## src/rtl/seg7_scan_if.sv

```systemverilog
// Load-side inputs and display-side outputs of the seg7_scan multiplexed LED driver.
interface seg7_scan_if #(
    parameter int DIGITS   = 4,
    parameter int BRIGHT_W = 3
);
    logic                load;
    logic [4*DIGITS-1:0] value;
    logic [DIGITS-1:0]   dp;
    logic [DIGITS-1:0]   blank;
    logic [BRIGHT_W-1:0] bright;
    logic                pending;
    logic                frame_tick;
    logic [DIGITS-1:0]   io_sel;
    logic [7:0]          io_seg;

    modport master (
        output load, value, dp, blank, bright,
        input  pending, frame_tick, io_sel, io_seg
    );

    modport slave (
        input  load, value, dp, blank, bright,
        output pending, frame_tick, io_sel, io_seg
    );
endinterface

```

## src/rtl/seg7_scan.sv

```systemverilog
// Multiplexed 7-segment scanner with frame-synchronous double-buffered updates
// and per-slot PWM brightness.
module seg7_scan #(
    parameter int DIGITS      = 4,
    parameter int DIV_W       = 16,
    parameter int BRIGHT_W    = 3,
    parameter bit SEL_ACT_LOW = 1'b1,
    parameter bit SEG_ACT_LOW = 1'b1
) (
    input  logic       clk,
    input  logic       rst,
    seg7_scan_if.slave bus
);
    localparam int IDX_W = (DIGITS > 1) ? $clog2(DIGITS) : 1;
    localparam logic [IDX_W-1:0]  LAST_IDX = IDX_W'(DIGITS - 1);
    localparam logic [DIGITS-1:0] SEL_OFF  = {DIGITS{SEL_ACT_LOW}};
    localparam logic [7:0]        SEG_OFF  = {8{SEG_ACT_LOW}};

    typedef struct packed {
        logic [4*DIGITS-1:0] value;
        logic [DIGITS-1:0]   dp;
        logic [DIGITS-1:0]   blank;
        logic [BRIGHT_W-1:0] bright;
    } frameCfg_t;

    logic [DIV_W-1:0]  slotCnt_q, slotCnt_d;
    logic [IDX_W-1:0]  digitIdx_q, digitIdx_d;
    logic              frameTick_q, frameTick_d;
    logic              pending_q, pending_d;
    frameCfg_t         shadow_q, shadow_d;
    frameCfg_t         active_q, active_d;
    logic              actValid_q, actValid_d;
    logic [DIGITS-1:0] sel_q, sel_d;
    logic [7:0]        seg_q, seg_d;

    logic              frameBoundary;
    frameCfg_t         loadCfg;
    logic [3:0]        curNibble;
    logic [6:0]        segPattern;
    logic [BRIGHT_W-1:0] pwmLevel;
    logic              digitOn;

    assign frameBoundary = (digitIdx_q == LAST_IDX) && (slotCnt_q == '1);
    assign loadCfg       = '{value: bus.value, dp: bus.dp, blank: bus.blank, bright: bus.bright};

    always_comb begin
        slotCnt_d   = slotCnt_q + 1'b1;
        digitIdx_d  = digitIdx_q;
        frameTick_d = frameBoundary;
        if (slotCnt_q == '1) begin
            digitIdx_d = (digitIdx_q == LAST_IDX) ? '0 : digitIdx_q + 1'b1;
        end
    end

    // A load landing on the boundary itself bypasses the shadow so it is never left pending.
    // actValid keeps the display dark until something has actually been committed.
    always_comb begin
        shadow_d   = shadow_q;
        active_d   = active_q;
        actValid_d = actValid_q;
        pending_d  = pending_q;
        if (bus.load) begin
            shadow_d = loadCfg;
        end
        if (frameBoundary) begin
            if (bus.load) begin
                active_d   = loadCfg;
                actValid_d = 1'b1;
                pending_d  = 1'b0;
            end else if (pending_q) begin
                active_d   = shadow_q;
                actValid_d = 1'b1;
                pending_d  = 1'b0;
            end
        end else if (bus.load) begin
            pending_d = 1'b1;
        end
    end

    always_comb begin
        curNibble = active_q.value[{digitIdx_q, 2'b00} +: 4];
        case (curNibble)
            4'h0:    segPattern = 7'h3F;
            4'h1:    segPattern = 7'h06;
            4'h2:    segPattern = 7'h5B;
            4'h3:    segPattern = 7'h4F;
            4'h4:    segPattern = 7'h66;
            4'h5:    segPattern = 7'h6D;
            4'h6:    segPattern = 7'h7D;
            4'h7:    segPattern = 7'h07;
            4'h8:    segPattern = 7'h7F;
            4'h9:    segPattern = 7'h67;
            4'hA:    segPattern = 7'h77;
            4'hB:    segPattern = 7'h7C;
            4'hC:    segPattern = 7'h39;
            4'hD:    segPattern = 7'h5E;
            4'hE:    segPattern = 7'h79;
            default: segPattern = 7'h71;
        endcase
    end

    // PWM compares the top bits of the slot counter, so all-ones brightness is always on.
    always_comb begin
        pwmLevel = slotCnt_q[DIV_W-1 -: BRIGHT_W];
        digitOn  = actValid_q && !active_q.blank[digitIdx_q] && (pwmLevel <= active_q.bright);
        sel_d    = SEL_OFF;
        seg_d    = SEG_OFF;
        if (digitOn) begin
            sel_d = (DIGITS'(1) << digitIdx_q) ^ SEL_OFF;
            seg_d = {active_q.dp[digitIdx_q], segPattern} ^ SEG_OFF;
        end
    end

    always_ff @(posedge clk) begin
        if (rst) begin
            slotCnt_q   <= '0;
            digitIdx_q  <= '0;
            frameTick_q <= 1'b0;
            pending_q   <= 1'b0;
            shadow_q    <= '0;
            active_q    <= '0;
            actValid_q  <= 1'b0;
            sel_q       <= SEL_OFF;
            seg_q       <= SEG_OFF;
        end else begin
            slotCnt_q   <= slotCnt_d;
            digitIdx_q  <= digitIdx_d;
            frameTick_q <= frameTick_d;
            pending_q   <= pending_d;
            shadow_q    <= shadow_d;
            active_q    <= active_d;
            actValid_q  <= actValid_d;
            sel_q       <= sel_d;
            seg_q       <= seg_d;
        end
    end

    assign bus.pending    = pending_q;
    assign bus.frame_tick = frameTick_q;
    assign bus.io_sel     = sel_q;
    assign bus.io_seg     = seg_q;
endmodule
```

## src/flat_wrapper.sv

```systemverilog
// flat-port wrapper written by rule: the top's interface ports become plain ports
module seg7_scan_flat 
#(
    parameter int DIGITS      = 4,
    parameter int DIV_W       = 16,
    parameter int BRIGHT_W    = 3,
    parameter bit SEL_ACT_LOW = 1'b1,
    parameter bit SEG_ACT_LOW = 1'b1
)
  (clk, rst, bus_load, bus_value, bus_dp, bus_blank, bus_bright, bus_pending, bus_frame_tick, bus_io_sel, bus_io_seg);
  seg7_scan_if #(.DIGITS(DIGITS), .BRIGHT_W(BRIGHT_W)) bus_i ();
  input  logic clk;
  input  logic rst;
  input wire logic [$bits(bus_i.load)-1:0] bus_load;
  input wire logic [$bits(bus_i.value)-1:0] bus_value;
  input wire logic [$bits(bus_i.dp)-1:0] bus_dp;
  input wire logic [$bits(bus_i.blank)-1:0] bus_blank;
  input wire logic [$bits(bus_i.bright)-1:0] bus_bright;
  output wire logic [$bits(bus_i.pending)-1:0] bus_pending;
  output wire logic [$bits(bus_i.frame_tick)-1:0] bus_frame_tick;
  output wire logic [$bits(bus_i.io_sel)-1:0] bus_io_sel;
  output wire logic [$bits(bus_i.io_seg)-1:0] bus_io_seg;
  assign bus_i.load = bus_load;
  assign bus_i.value = bus_value;
  assign bus_i.dp = bus_dp;
  assign bus_i.blank = bus_blank;
  assign bus_i.bright = bus_bright;
  assign bus_pending = bus_i.pending;
  assign bus_frame_tick = bus_i.frame_tick;
  assign bus_io_sel = bus_i.io_sel;
  assign bus_io_seg = bus_i.io_seg;
  seg7_scan #(.DIGITS(DIGITS), .DIV_W(DIV_W), .BRIGHT_W(BRIGHT_W), .SEL_ACT_LOW(SEL_ACT_LOW), .SEG_ACT_LOW(SEG_ACT_LOW)) u_core (.clk(clk), .rst(rst), .bus(bus_i));
endmodule
```

## config.mk

```make
export PLATFORM = sky130hd
export DESIGN_NAME = seg7_scan_flat
export DESIGN_NICKNAME = d
export VERILOG_FILES = /design/src/rtl/seg7_scan_if.sv /design/src/rtl/seg7_scan.sv /design/src/flat_wrapper.sv
export SDC_FILE = /design/constraint.sdc
export NUM_CORES = 1
export LEC_CHECK = 0
export CORE_UTILIZATION = 55
export CTS_BUF_LIST = sky130_fd_sc_hd__clkbuf_16
export CTS_CLUSTER_SIZE = 25
export DETAILED_ROUTE_END_ITERATION = 12
export GPL_TIMING_DRIVEN = 0
export PLACE_DENSITY = 0.83
export SYNTH_ARGS = -nofsm -noshare
export SYNTH_HDL_FRONTEND = slang
export SYNTH_SLANG_ARGS = --single-unit
```

## constraint.sdc

```tcl
create_clock -name clk -period 2.35 [get_ports clk]
set_clock_uncertainty 0.05 [all_clocks]
set_input_delay 0.47 -clock clk [delete_from_list [all_inputs] [get_ports clk]]
set_output_delay 0.47 -clock clk [all_outputs]
set_load 0.005 [all_outputs]
```

* Word level (Yosys, flattened, before mapping)
Memory sizes are Yosys's and may differ from the RTL's.
Cells that the tools add are included.
** Operators by class
- Bitwise logic cells :: 3
- Mux-type cells :: 9
- $add $sub $neg :: 2
- Reductions and logical operators :: 8
- Shifts and indexed selects :: 2
- Eq/ne operators :: 2
- Order comparisons :: 2
** Operators by type and width (number)
- two-way mux 27 bit :: 2
- adder 16 x 1 -> 16 bit, second input constant :: 1
- equality test 16 bit, second input constant :: 1
- indexed part select 16 x 5 -> 4 bit :: 1
- inverter 8 bit :: 1
- binary-select mux 1 bit (select 2 bit) :: 2
- two-way mux 1 bit :: 4
- inverter 4 bit :: 1
- OR reduction 2 bit :: 2
- left shift 1 x 2 -> 4 bit, first input constant :: 1
- less-or-equal comparator 3 bit :: 1
- logical AND 1 bit :: 3
- < comparator 2 x 3 -> 1 bit, second input constant :: 1
- adder 2 x 1 -> 2 bit, second input constant :: 1
- equality test 2 bit, second input constant :: 1
- two-way mux 2 bit :: 1
- AND reduction 2 bit :: 1
- nonzero test 2 bit :: 1
- zero test 1 bit :: 1
- inverter 1 bit :: 1
** Word-level totals
- Bits in registers :: 87
- Output and inout bits :: 14
- Memories kept :: 1
- Bits of input ports :: 30
- Logic and storage cells :: 44
- ROM bits :: 112
** Memory list
- (no name shown) :: words 16, bits a word 7, rd ports 1, clocked after memory_dff 0, write ports 0, RTL line seg7_scan.sv:82 : case (curNibble)

* Logic depth before layout (Yosys ltp)
- Depth after elaboration :: 7
- Gate-level depth with buffers :: 8
- Gate-level depth less buffers :: 7

* Least setup slack after synthesis
OpenSTA, ideal clock, no wires.
- Path kind :: register to register
- Start :: register u_core.digitIdx_q[0]
- End :: register u_core.seg_q[3], in the netlist u_core.bus.io_seg[3]
- Library setup time :: 0.074 ns
- Data arrival time :: 1.867 ns
- Path slack :: 0.359 ns
- Stages on the path, launching flop included :: 9
- Period minus slack after synthesis :: 1.991 ns
- Cell sequence :: dfxtp_1 buf_4 mux4_2 inv_1 ha_1 nor2b_1 nor3_1 a21o_1 o21ai_0
** Between the ends
- Cells in the longest elaborated chain, start to end :: 7
- Elaborated cells on any way between the ends :: 10
- Those cells by class :: shift: 1; mux: 2; bitwise: 2; reduce/logical: 4; memory: 1
** Ends and longest elaborated chain
- start, declared :: RTL line seg7_scan.sv:27 : logic [IDX_W-1:0] digitIdx_q, digitIdx_d;
- start signal, assigned :: RTL line seg7_scan.sv:127 : digitIdx_q <= digitIdx_d;
- branches (longest 7 deep; another with memory (16 x 7 bit))
- end signal, assigned :: RTL line seg7_scan.sv:134 : seg_q <= seg_d;
- end, declared :: RTL line seg7_scan.sv:34 : logic [7:0] seg_q, seg_d;
Parallel ways; which one is timed is not known. The select of a mux whose other input is x is not followed.
A chain may end at the register's enable or synchronous reset.

* Worst setup path after layout
Ends and elaborated chain as after synthesis.

==> summary.md <==
| Metric | Value |
|---|---|
| Switch Pwr | 623 µW |
| LEAKAGE | 0.00169 µW |
| Cell row count | 28 |
| Hold slack | 409 ps |
| CTS Buf Count | 9 |
| First-pass DRT Iterations | 4 |
| Switching share of power | 19.9% |
| Synth warn | 0 |
| Total GRT Usage | 23.4% |
| Slew Limit Fails | 0 |
| GP Congestion | 0.768 |
| Mapped cell area | 3570 µm² |
| Pwr per Cell Area | 709 nW/µm² |
| Top Layer Used | met4 |
| CP Capture Type | register |
| PortBufs | 42 |
| Top cells by area, synth | dfxtp_1 49%, mux2i_1 9.2%, nor2_1 5.7%, ha_1 4.6%, nand2b_1 4.6% |
| Crit Path Max Fanout | 10 |
| Peak Freq | 458 MHz |
| Die Span Y | between 80 and 90 µm |
| Met1 Wirelength | about 3.3 mm |
| WL met3 | 204 µm |
| Core Region | 6100 µm² |
| Hold Vio Cnt, Final | 0 |
| RSZ-0062 raised after global routing | no |
| Clk pin slew, worst setup/hold paths | 60 ps |
| Share of power burned in registers | between 40% and 50% |
| Pint | 2500 µW |
| Number of global-route vias before repair | between 2000 and 3000 |
| Clock sink count | 87 |
| First-pass GRT wire length | approximately 12 mm |
| Largest net degree at the start of global routing | 14 |
| Final core utilization | about 72% |
| Worst setup SP type | register |
| Gate power share | 4.9% |
| Final wirelength | 7.11 mm |
| Routed wire per std cell | 14.0 µm |
| Final net count | ~470 |
| Remaining antenna violation count | 0 |
| HP Class | register to register |
| Worst Setup Path Type | register to register |
| CTS root buffer | clkbuf_16 |
| Synth Instances | 374 |
| Ratio of cells with drive above 1 in the final layout | 8.31% |
| Leading area contributor after synthesis | dfxtp_1 |
| Post-detail-place hpwl | a little over 5 mm |
| H-Tree Depth | 3 |
| Outcome | completed |
| Avg Vias per Cell | 5.31 |
| Crit path DAT | approximately 2400 ps |
| Syn Area/Cell | 9.55 µm² |
| Initial Util | between 50 and 60% |
| TritonCTS clock tree | built |
| Layout area overhead | 23.4% |
| Netlist cell types | 36 |
| Crit share post-route | 93.0% |
| Initial antenna violation count | 0 |
| Peak supply drop | 0.514 mV |
| Final Worst Setup Slack | 165 ps |
| Initial detailed-routing violation count | 63 |
| Seq cells post-synth | 87 |
| Place WS | -98.3 ps |
| DR WL met2 | 3.47 mm |
| Clock Path Buffers | 2 |
| Worst-Margin Slew | 626 ps |
| Max cap viols | 0 |
| Ports | 44 |
| Most frequent cells in the layout | 87 x dfxtp_1, 54 x nor2_1, 43 x nand2_1 |
| Die ar. | 6820 µm² |
| Post-CTS Hold Buffers | 0 |
| Clock share of power | roughly 47% |
| Seq/Total Area, Yosys | approximately half |
| Vias after detailed routing | 2696 |
| Synth top area share | 48.8% |
| Commonest non-fill, non-tap cell in the layout | dfxtp_1 |
| DIE WIDTH | 82.6 µm |
| Tmin final | 2180 ps |
| Setup violators final | 0 |
| Slew margin rel. | 57.8% |
| Critical path data required time | 2560 ps |
| Syn Nets | approximately 420 |
| Worst-skew pair later-pin latency | 340 ps |
| # diodes | 0 |
| Grt ovf | 0 |
| Setup TNS | 0 ps |
| DRC violations left | 0 |
[repair_timing]
item,4_1_cts,5_1_grt
setup endpoints to repair,0,23
buffers inserted,0,2
resized for setup,0,3
[path summary, 6_finish.rpt]
| path | startpoint | endpoint | slack [ps] | cells after the start |
|---|---|---|---|---|
| worst max register to register | u_core.digitIdx_q[0]$_SDFFE_PP0N_ | u_core.bus.io_seg[3]$_SDFF_PP1_ | 170 | 8 |
| worst min-delay path | u_core.slotCnt_q[0]$_SDFF_PP0_ | u_core.slotCnt_q[0]$_SDFF_PP0_ | 410 | 1 |
| worst max-delay path | u_core.digitIdx_q[0]$_SDFFE_PP0N_ | u_core.bus.io_seg[3]$_SDFF_PP1_ | 170 | 8 |
| worst min register to register | u_core.slotCnt_q[0]$_SDFF_PP0_ | u_core.slotCnt_q[0]$_SDFF_PP0_ | 410 | 1 |
[logic make-up (layout without fill, tap and decap cells)]
logic type / after synthesis / count (layout) / synth area share (%)
multiplexers: 39 / 39 / 12.7
AO/OA/AOI/OAI: 43 / 43 / 6.97
XOR/XNOR: 14 / 14 / 3.43
flip-flops: 87 / 87 / 48.8
AND/OR/NAND/NOR: 148 / 148 / 19.8
buffers and inverters: 30 / 89 / 3.82
adder cells (fa/ha/maj): 13 / 13 / 4.55
[layout make-up]
class / count / area, µm²
plain buffers: 21 / 108
clock buffers: 9 / 225
clock inverters: 6 / 76.3
fillers: 473 / 1690
inverters: 9 / 33.8
multi-input cells: 257 / 1690
flip-flops and latches: 87 / 1740
well taps: 75 / 93.8
repair buffers: 44 / 435
[critical path, cell delays in order (launching register included)]
cell and delay, ps:
dfxtp_1 370, buf_6 190, mux4_2 590, inv_1 160, ha_1 260, nor2b_1 150
nor3_1 50, a21o_1 160, o21ai_0 130
[sequential cells by signal (all words and copies together) (netlist names)]
| name | cells |
|---|---|
| u_core.bus.frame_tick | 1 |
| u_core.bus.io_seg | 8 |
| u_core.shadow_q | 27 |
| u_core.bus.io_sel | 4 |
| u_core.slotCnt_q | 16 |
| u_core.digitIdx_q | 2 |
| u_core.actValid_q | 1 |
| u_core.bus.pending | 1 |
| u_core.active_q | 27 |
[Yosys cell counts, drive strengths merged]
master and number:
a211oi 2, a21o 1, a21oi 4, a32oi 1
and2 1, and3 1, and4 2, buf 10
clkbuf 11, dfxtp 87, ha 13, inv 9
mux2 1, mux2i 33, mux4 5, nand2 43
nand2b 26, nand3 5, nand4 3, nor2 54
nor2b 5, nor3 3, nor3b 2, nor4 1
nor4b 1, o21ai 28, o221ai 4, o31ai 3
or2 1, xnor2 6, xor2 8
[power groups by stage]
stage / clock network [µW] / logic (µW) / registers [µW]
after floorplan: 0 / 82.7 / 1550
after global placement: 0 / 149 / 1550
after detailed placement: 0 / 153 / 1550
after CTS: 1470 / 154 / 1520
after global routing: 1530 / 167 / 1520
final: 1450 / 153 / 1520
[metal layers]
layer	global-route usage (%)	vias to the layer above
li1	-	1366
met1	29.3	1267
met2	39.3	50
met3	4.18	13
met4	10.3	0
met5	0	-
[per-stage QoR]
stage	power, µW	cells	area [µm²]
floorplan	1630	374	3570
global placement	1700	491	4090
detailed placement	1710	491	4090
CTS	3140	506	4390
global route	3220	508	4410
finish	3130	508	4410
No activity file was read; power rests on OpenSTA's default activity.
